$ cat src/rtl/mux_n_sync.sv
// rtl/mux_n_sync.sv - clocked M-way 4-phase req/ack channel mux with select channel
// Steers input channel s_d to a registered output; out-of-range selects set sticky err.
module mux_n_sync #(
   parameter int N = 32,
   parameter int M = 4,
   localparam int SW = (M > 2) ? $clog2(M) : 1
) (
   input  logic           clk,
   input  logic           rst,
   input  logic           r_s,
   output logic           a_s,
   input  logic [SW-1:0]  s_d,
   input  logic [M-1:0]   r_i,
   output logic [M-1:0]   a_i,
   input  logic [M*N-1:0] d_i,
   output logic           r_o,
   input  logic           a_o,
   output logic [N-1:0]   d_o,
   output logic           err
);

   typedef enum logic [1:0] {IDLE, SEND, RELEASE, DROP} state_t;

   // Out-of-range selects exist only when M is not a power of two.
   localparam bit          HAS_OOR = ((1 << SW) != M);
   localparam logic [SW:0] M_L     = (SW + 1)'(M);

   state_t          state_q, state_d;
   logic [SW-1:0]   sel_q, sel_d;
   logic            a_s_q, a_s_d;
   logic [M-1:0]    a_i_q, a_i_d;
   logic            r_o_q, r_o_d;
   logic [N-1:0]    d_o_q, d_o_d;
   logic            err_q, err_d;

   logic            req_s;
   logic [N-1:0]    data_s;
   logic            req_sel;
   logic [M-1:0]    sel_onehot;
   logic            oor;

   always_comb begin
      req_s      = 1'b0;
      data_s     = '0;
      req_sel    = 1'b0;
      sel_onehot = '0;
      for (int k = 0; k < M; k++) begin
         if (s_d == SW'(k)) begin
            req_s  = r_i[k];
            data_s = d_i[k*N +: N];
         end
         if (sel_q == SW'(k)) begin
            req_sel       = r_i[k];
            sel_onehot[k] = 1'b1;
         end
      end
      oor = HAS_OOR && ({1'b0, s_d} >= M_L);
   end

   always_comb begin
      state_d = state_q;
      sel_d   = sel_q;
      a_s_d   = a_s_q;
      a_i_d   = a_i_q;
      r_o_d   = r_o_q;
      d_o_d   = d_o_q;
      err_d   = err_q;
      case (state_q)
         IDLE: begin
            if (r_s) begin
               if (oor) begin
                  a_s_d   = 1'b1;
                  err_d   = 1'b1;
                  state_d = DROP;
               end else if (req_s) begin
                  d_o_d   = data_s;
                  sel_d   = s_d;
                  r_o_d   = 1'b1;
                  state_d = SEND;
               end
            end
         end
         SEND: begin
            if (a_o) begin
               r_o_d   = 1'b0;
               a_i_d   = sel_onehot;
               a_s_d   = 1'b1;
               state_d = RELEASE;
            end
         end
         RELEASE: begin
            // All three return-to-zero phases must be seen in the same cycle.
            if (!req_sel && !r_s && !a_o) begin
               a_i_d   = '0;
               a_s_d   = 1'b0;
               state_d = IDLE;
            end
         end
         DROP: begin
            if (!r_s) begin
               a_s_d   = 1'b0;
               state_d = IDLE;
            end
         end
         default: state_d = IDLE;
      endcase
   end

   always_ff @(posedge clk or posedge rst) begin
      if (rst) begin
         state_q <= IDLE;
         sel_q   <= '0;
         a_s_q   <= 1'b0;
         a_i_q   <= '0;
         r_o_q   <= 1'b0;
         d_o_q   <= '0;
         err_q   <= 1'b0;
      end else begin
         state_q <= state_d;
         sel_q   <= sel_d;
         a_s_q   <= a_s_d;
         a_i_q   <= a_i_d;
         r_o_q   <= r_o_d;
         d_o_q   <= d_o_d;
         err_q   <= err_d;
      end
   end

   assign a_s = a_s_q;
   assign a_i = a_i_q;
   assign r_o = r_o_q;
   assign d_o = d_o_q;
   assign err = err_q;

endmodule

$ cat config.mk
export PLATFORM = sky130hd
export DESIGN_NAME = mux_n_sync
export DESIGN_NICKNAME = d
export VERILOG_FILES = /design/src/rtl/mux_n_sync.sv
export SDC_FILE = /design/constraint.sdc
export NUM_CORES = 1
export LEC_CHECK = 0
export CAP_MARGIN = 20
export CORE_ASPECT_RATIO = 0.7
export CORE_MARGIN = 3
export CORE_UTILIZATION = 34
export CTS_BUF_LIST = sky130_fd_sc_hd__clkbuf_4 sky130_fd_sc_hd__clkbuf_8
export CTS_CLUSTER_SIZE = 40
export DETAILED_ROUTE_END_ITERATION = 10
export GPL_TIMING_DRIVEN = 1
export PLACE_DENSITY = 0.8
export SETUP_SLACK_MARGIN = 0.1
export SLEW_MARGIN = 20
export SYNTH_ARGS = -nofsm -noshare
export SYNTH_HDL_FRONTEND = slang
export SYNTH_SLANG_ARGS = --single-unit
$ cat constraint.sdc
create_clock -name clk -period 2 [get_ports clk]
set_clock_uncertainty 0.15 [all_clocks]
set_input_delay 0.4 -clock clk [delete_from_list [all_inputs] [get_ports clk]]
set_output_delay 0.4 -clock clk [all_outputs]
set_load 0.01 [all_outputs]
# Word-level counts from Yosys, hierarchy flattened
# Cells that the tools add are included.
# classes
n_eq_ne,14
mux,33
n_bitwise,1
n_reduce_logical,15
# op_table
cell,n
$mux W32,4
$mux W1,18
$eq A2 B2 Y1 const B,6
$mux W2,5
$ne A2 B2 Y1 const B,5
$mux W4,2
$pmux W2 S4,1
$pmux W4 S2,1
$reduce_and A4 Y1,2
$eq A2 B1 Y1 const B,3
$logic_not A2 Y1,3
$reduce_and A3 Y1,2
$reduce_and A5 Y1,1
$reduce_bool A2 Y1,2
$logic_not A1 Y1,3
$pmux W1 S3,1
$logic_and A1 B1 Y1,2
$pmux W1 S2,1
$not A1 Y1,1
# totals
regBits,42
in_bits,138
output_inout_bits,39
elab_cells,69

# Depth between registers and ports, before layout
# depth
word_depth,10
mapped_depth,7
depth_no_buf,4

# Worst setup path before layout
# Ideal clock, no wire load.
# synth_path
path_type,input port to flip-flop
start,input port s_d[0]
end,register d_o_q[18] (netlist: d_o[18])
setup_time_ps,125
t_arrival_ps,1953
required_ps,1725
setup_slack_ps,-228
stages,4
path_buffers,2
path_cell_list,buf_2 buf_1 mux4_2 mux2_4
# synth_via
elab_chain_cells,6
elab_cells_between_ends,13
cone_classes,3 x eq/ne; 8 x mux; 2 x reduce/logical
# synth_rtl
element,line_no,text
"start, declared",12,"input logic [SW-1:0] s_d,"
$logic_not A2 Y1,48,if (s_d == SW'(k)) begin
$mux W1 (4 in series),48,
$reduce_and A3 Y1 (no source line),-,
"end signal, assigned",124,d_o_q <= d_o_d;
"end, declared",33,"logic [N-1:0] d_o_q, d_o_d;"
# Several ways; a longest one is shown, not always the timed one.
# A chain may end at the register's enable or synchronous reset.

# Worst setup path in the final report
# layout_path
start,register state_q[1]
end,register d_o_q[13] (netlist: d_o[13])
# layout_via
elab_chain_cells,2
# layout_rtl
element,line_no,text
"start, declared",28,"state_t state_q, state_d;"
"start signal, assigned",119,state_q <= state_d;
$logic_not A2 Y1,68,case (state_q)
$reduce_and A3 Y1 (no source line),-,
# Every way passes these cells.

==> results <==
metrics by stage:
stage / total power, W / setup TNS (ns) / setup slack [ns]
5_1_grt: 0.005197 / -5.031 / -0.2277
3_5_place_dp: 0.004096 / -20.03 / -0.6357
3_3_place_gp: 0.004025 / -18.68 / -0.6014
4_1_cts: 0.004966 / -4.000 / -0.1714
6_report: 0.004898 / -3.203 / -0.1642
2_1_floorplan: 0.002824 / -4.864 / -0.1641
cells by family after synthesis:
family | count (synthesis) | share of synthesized area
mux | 69 | 0.4615
buf+inv | 22 | 0.05740
compound gates | 18 | 0.04666
other cells | 1 | 0.001399
simple gates | 21 | 0.04107
flops | 42 | 0.3920
worst min-delay path: stages:
cell and delay [ns]:
clkdlybuf4s50_1 0.41, inv_2 0.07, buf_12 0.22
layer usage:
metal,vias up,GRT usage
met5,-,0
met1,1135,0.2325
li1,1051,-
met4,0,0.01801
met2,112,0.3240
met3,5,0.06024
registers in the layout, indices dropped and copies added (netlist names):
register  count
d_o          32
a_i           4
sel_q         2
state_q       2
a_s           1
r_o           1
how the worst max path moves through the flow:
stage                     slack, ns  startpoint  endpoint
after floorplan               -0.16  state_q[1]    d_o[0]
after global placement        -0.60         r_s    d_o[5]
after detailed placement      -0.64         r_s    d_o[5]
after CTS                     -0.17  state_q[0]   d_o[18]
after global routing          -0.23  state_q[1]   d_o[21]
final                         -0.16  state_q[1]   d_o[13]
power by group:
part	switching, W	internal, W	leakage [nW]
registers	0.000294	0.00127	0.489
clock network	0.000279	0.000401	0.0593
logic	0.000872	0.00179	1.44
cell type report:
class	instances	area (sq um)
fill	571	2639
timing repair buffer	197	2021
multi-input combinational	109	1513
sequential	42	1051
tap	98	122.6
clock buffer	7	83.83
clock inverter	1	30.03
inverter	6	22.52
placed cells by master (no fill, tap or decap):
cell type / n
a21o_1: 1
conb_1: 1
nand2_1: 6
a32o_1: 2
bufinv_16: 1
a21oi_1: 2
a31o_4: 1
dlygate4sd2_1: 1
o21ai_0: 5
buf_4: 12
mux4_2: 32
mux2i_1: 4
buf_12: 7
nor3_1: 2
clkdlybuf4s50_1: 172
buf_6: 2
nor2b_1: 1
clkbuf_8: 5
or3b_4: 2
a221oi_1: 1
inv_2: 1
nand3_1: 3
clkbuf_4: 2
nand2b_4: 1
a22oi_1: 4
and2b_1: 1
inv_1: 5
buf_16: 1
mux2_4: 32
nor2_1: 3
nand2b_1: 1
or2b_1: 1
o31ai_1: 2
mux2_2: 1
buf_2: 2
dfrtp_1: 42
repair_timing:
action / in CTS / in global routing
pin swaps: 2 / 2
cloned: 2 / 0
resized for setup: 12 / 0
hold endpoints to repair: 0 / 0
endpoints found under the setup margin: 35 / 34
buffers inserted: 4 / 2
==> impl_metrics.tcl <==
set metrics [dict create \
    status "complete, but fails checks" \
    failed_checks "setup timing" \
    wl_met3_um 755 \
    drv_cap 0 \
    routabilityCongestion 0.8184 \
    setup_ws_ns -0.1642 \
    period_share 1.082 \
    firstDrtPassIters 4 \
    ys_seq_area_frac 0.3920 \
    fin_util 0.6473 \
    final_cells 460 \
    grt_max_degree 43 \
    grt_antenna_before_repair 0 \
    avgRoutedWirePerCell_um 18.16 \
    yosysMostFrequentCell "dfrtp_1" \
    place_area_sq_um 4613 \
    hold_slack_ns 0.2957 \
    numCtsBuffers 5 \
    path_depth 6 \
    rsz0062_at_grt "true" \
    wl_met1_um 3364 \
    die_h_um 80.30 \
    drt_iter0_markers 55 \
    chipWidth_um 112.1 \
    yosys_warnings 0 \
    routed_wl_um 8353 \
    cts_tree "yes" \
    grt_pass1_vias 2529 \
    synth_top_area_cell "dfrtp_1" \
    num_vias 2303 \
    worstReg2RegEnd "d_o[13]" \
    post-route-drc-count 0 \
    grt-ovfl-total 0 \
    ir_drop_mv 0.5118 \
    track_usage 0.1847 \
    setup_violations 33 \
    critical_path_required_ns 2.03 \
    hold_viol_final 0 \
    avgSynthCellArea_sq_um 15.50 \
    synth.distinct_cells 30 \
    drtAntennaViolNets 0 \
    hp-class "primary input to async pin" \
    grt_pass1_wl_um 13180 \
    power_density_nw_per_um2 1011 \
    slew_violations 0 \
    syn2layout_area_growth_pct 80.63 \
    drive_gt1_frac 0.2818 \
    start_util 0.3584 \
    synthFlopType "dfrtp_1" \
    cts_sinks 42 \
    path_clk_slew_ns 0.08 \
    period_minus_slack_ns 2.164 \
    crit_fanout 7 \
    critical_path.startpoint_type "register" \
    crit-reg2reg-launch "state_q[1]" \
    diodes 0 \
    critPathArrivalTime_ns 2.19 \
    place_inst 445 \
    syn_inst 173 \
    hold_buffers 0 \
    io_pins 177 \
    slowest_stage "dfrtp_1" \
    crit_top_cell "or3b_4" \
    cts.path.max_buffers 2 \
    netlist_area_sq_um 2681 \
    maxUsedRoutingLayer "met4" \
    synth_top_area_frac 0.3920 \
    ys_seq_elements 42 \
    fmax_mhz 462.1 \
    synth-edff-count 0 \
    rows 26 \
    reg2reg_slack_ns -0.16 \
    synthTopCellsByCount "42 x dfrtp_1, 32 x mux4_2, 28 x mux2_4" \
    power_leakage_nw 1.988 \
    worstPathCellList "or3b_4 -> or3b_4 -> nand2b_4 -> buf_6 -> buf_16 -> mux2_4" \
    wl_met2_um 4205 \
    reg2reg_depth 6 \
    clock_latency_ns 0.28 \
    cp_top_family "simple AND/OR/NAND/NOR gates" \
    vias_per_cell 5.007 \
    critical_path_class "register to register" \
    hpwl_um 6593 \
    synth_area_leaders "dfrtp_1 39%, mux4_2 27%, mux2_4 16%" \
    finalNetCount 499 \
    root_buffer "clkbuf_8" \
    crit_buf_inv 2 \
    synth_nets 311 \
    core-area_sq_um 7482 \
    die_area_sq_um 9005 \
    synthArstFlopShare 1.000 \
    portBuffers 175 \
    fin_area_sq_um 4843 \
    h-tree-depth 2 \
    cpPeakStageDelay_ns 0.40 \
    end_kind "register" \
]
Power figures use the tool's default switching activity.
==> edit (same settings) <==
Make the reset (`rst`) synchronous in one clocked block.
--- a/src/rtl/mux_n_sync.sv
+++ b/src/rtl/mux_n_sync.sv
@@ -108,3 +108,3 @@
 
-   always_ff @(posedge clk or posedge rst) begin
+   always_ff @(posedge clk) begin
       if (rst) begin
Formal check against the unedited RTL: differs if rst is asserted again (counterexample within 4 cycles, from zero or initial values and one cycle with rst high); with rst held inactive, the same outputs for 10 cycles.
==> edit against the original RTL <==
  * Sequential cell count is the same
  * Core utilization down 2.6 points
  * Wire length grew 9.1%
  * Via count grew 17%
  * Sequential share of layout area shrank 4.6 points
  * Fmax is 21% higher
  * Critical path type unchanged
  * Final cell count up 12%
  * Count of clock-buffer cells in the layout shrank 2
  * Area after synthesis is 4.5% higher
  * Critical path depth fell by 3
  * Cell area rose by 1.8%
  * Worst setup slack better by 0.37 ns
Power is not compared: it rests on default switching activity, and its combinational part moved more than twofold at a synthesized area within 25%.
==> edit: results (changes against the original RTL) <==
[yosys]
synth_common_cells=dfxtp_1 (42), nand3_1 (37), a21bo_1 (34), a21oi_2 (34), mux4_2 (34)
synthTopCellsByArea=dfxtp_1 (30%), mux4_2 (27%), a21bo_1 (12%)
synth_nets=383  ; +23%
synthCells=245  ; +42%
yosysUniqueCellTypes=28  ; -6.7%
yosys_warnings=0  ; unchanged
async_flop_share_pct=0  ; -100 points
yosysSeqAreaShare_pct=30.00  ; -9.2 points

[setup_path]
r2r_setup_slack_ns=0.21  ; +0.37 ns
crit_family=multiplexers
worst-path-max-fanout=5  ; -2
cp.arrival_ns=1.83  ; -0.36 ns
crit_slowest_cell=mux4_2
max_stage_delay_ns=0.57  ; +0.17 ns

[outcome]
status=completed

[placed_design]
placed_cells=502  ; +13%
dpl-instance-area_sq_um=4666  ; +1.1%
place.gp.congestion=0.6942  ; -15%
io_buffers=175  ; unchanged
hpwl_mm=6.780  ; +2.8%

[global_routing]
met3_usage_pct=5.081  ; -0.94 points
grt_max_degree=43  ; unchanged
antenna_found_initial=0  ; unchanged
gr-usage-all-layers_pct=17.70  ; -0.77 points
use_met2_pct=30.31  ; -2.1 points
gr-usage-met1_pct=22.49  ; -0.76 points
grt_pass1_wl_mm=13.42  ; +1.8%
grt_pass1_vias=2736  ; +8.2%

[layout]
final_cells=516  ; +12%
n_fill_cell=661  ; +16%
drive_above_1_share_pct=23.86  ; -4.3 points
final-seq-area_sq_um=840.8  ; -20%
largest_reg_flops=32  ; unchanged
fin_nets=552  ; +11%
antenna_cells=0  ; unchanged

[clocking]
worstSkewPairLatency_ns=0.30  ; +0.02 ns
htreeDepth=2  ; unchanged
cts_buffer_depth=2  ; unchanged
clockRootBuffer=clkbuf_8
cts_buffers=5  ; unchanged
cts.reportedPaths.clkPinSlew_ns=0.10  ; +0.02 ns

[power]
irDropWorstVdd_mv=0.3297
p_leak_uw=0.001739

[route]
routedWlPerCell_um=17.66  ; -2.8%
drt_iter0_markers=141  ; +160%
vias_per_cell=5.215  ; +4.2%
first_pass_iters=4  ; unchanged
drt_drc_violations_left=0  ; unchanged

[worst_hold_path]
hp-class=input port to register

[edit: cell types whose count changed after synthesis, sizes merged, moves of 10 or more]
cell,delta
a21bo,+34
nand3,+34
clkbuf,+10
dfrtp,-42
a21oi,+36
mux2,-32
dfxtp,+42
[edit: what timing repair did]
item                                    4_1_cts  5_1_grt
endpoints found under the setup margin        0       13
gates resized for setup                       0        4
buffers inserted                              0        1
hold buffers                                  0        0
[edit: worst reg2reg max path, cell delays in order (launching register included)]
cell and delay (ns):
dfxtp_1 0.45, mux4_2 0.57, nor4_2 0.39, o31ai_1 0.12
[edit: cells by family (layout without fill, tap and decap cells)]
logic type	Yosys count	in the layout	synth area share, %
and+or+nand+nor	53	53	10.18
AOI/OAI and AO/OA	80	80	25.58
muxes	35	35	27.72
buffers and inverters	34	204	6.384
other	1	1	0.1338
DFF	42	42	30.00
[edit: final timing paths]
kind | endpoint | start | depth (start not counted)
max | a_i[0] | sel_q[0] | 3
min | sel_q[1] | rst | 2
max reg2reg | a_i[0] | sel_q[0] | 3
min reg2reg | a_i[2] | a_i[2] | 2
[edit: area by class of cell]
type / instances / share of cell area, %
tap: 101 / 2.563
inverter: 4 / 0.3046
clock inverter: 3 / 0.8122
multi-input combinational: 169 / 36.29
sequential: 42 / 17.06
timing repair buffer: 192 / 41.57
clock buffer: 5 / 1.396
[edit: power breakdown]
| group | leakage, uW | total, uW | switching (uW) | internal (uW) |
|---|---|---|---|---|
| sequential | 0.000342 | 926 | 36.8 | 889 |
| clock | 0.0000579 | 667 | 299 | 368 |
| combinational | 0.00134 | 930 | 331 | 599 |
[edit: layer usage]
layer  vias up  wire length, um
met4         0               89
met3        10              655
met2       113             4495
li1       1280                -
met5         -                0
met1      1288             3870
[edit: per-stage QoR]
step / hold slack, ns / TNS, ns / setup slack [ns]
finish: 0.2252 / 0 / 0.2070
detailed placement: 0.3086 / -6.043 / -0.1821
CTS: 0.2144 / 0 / 0.1231
global placement: 0.3100 / -4.026 / -0.1186
floorplan: 0.3352 / 0 / 0.1690
global route: 0.2328 / 0 / 0.1039
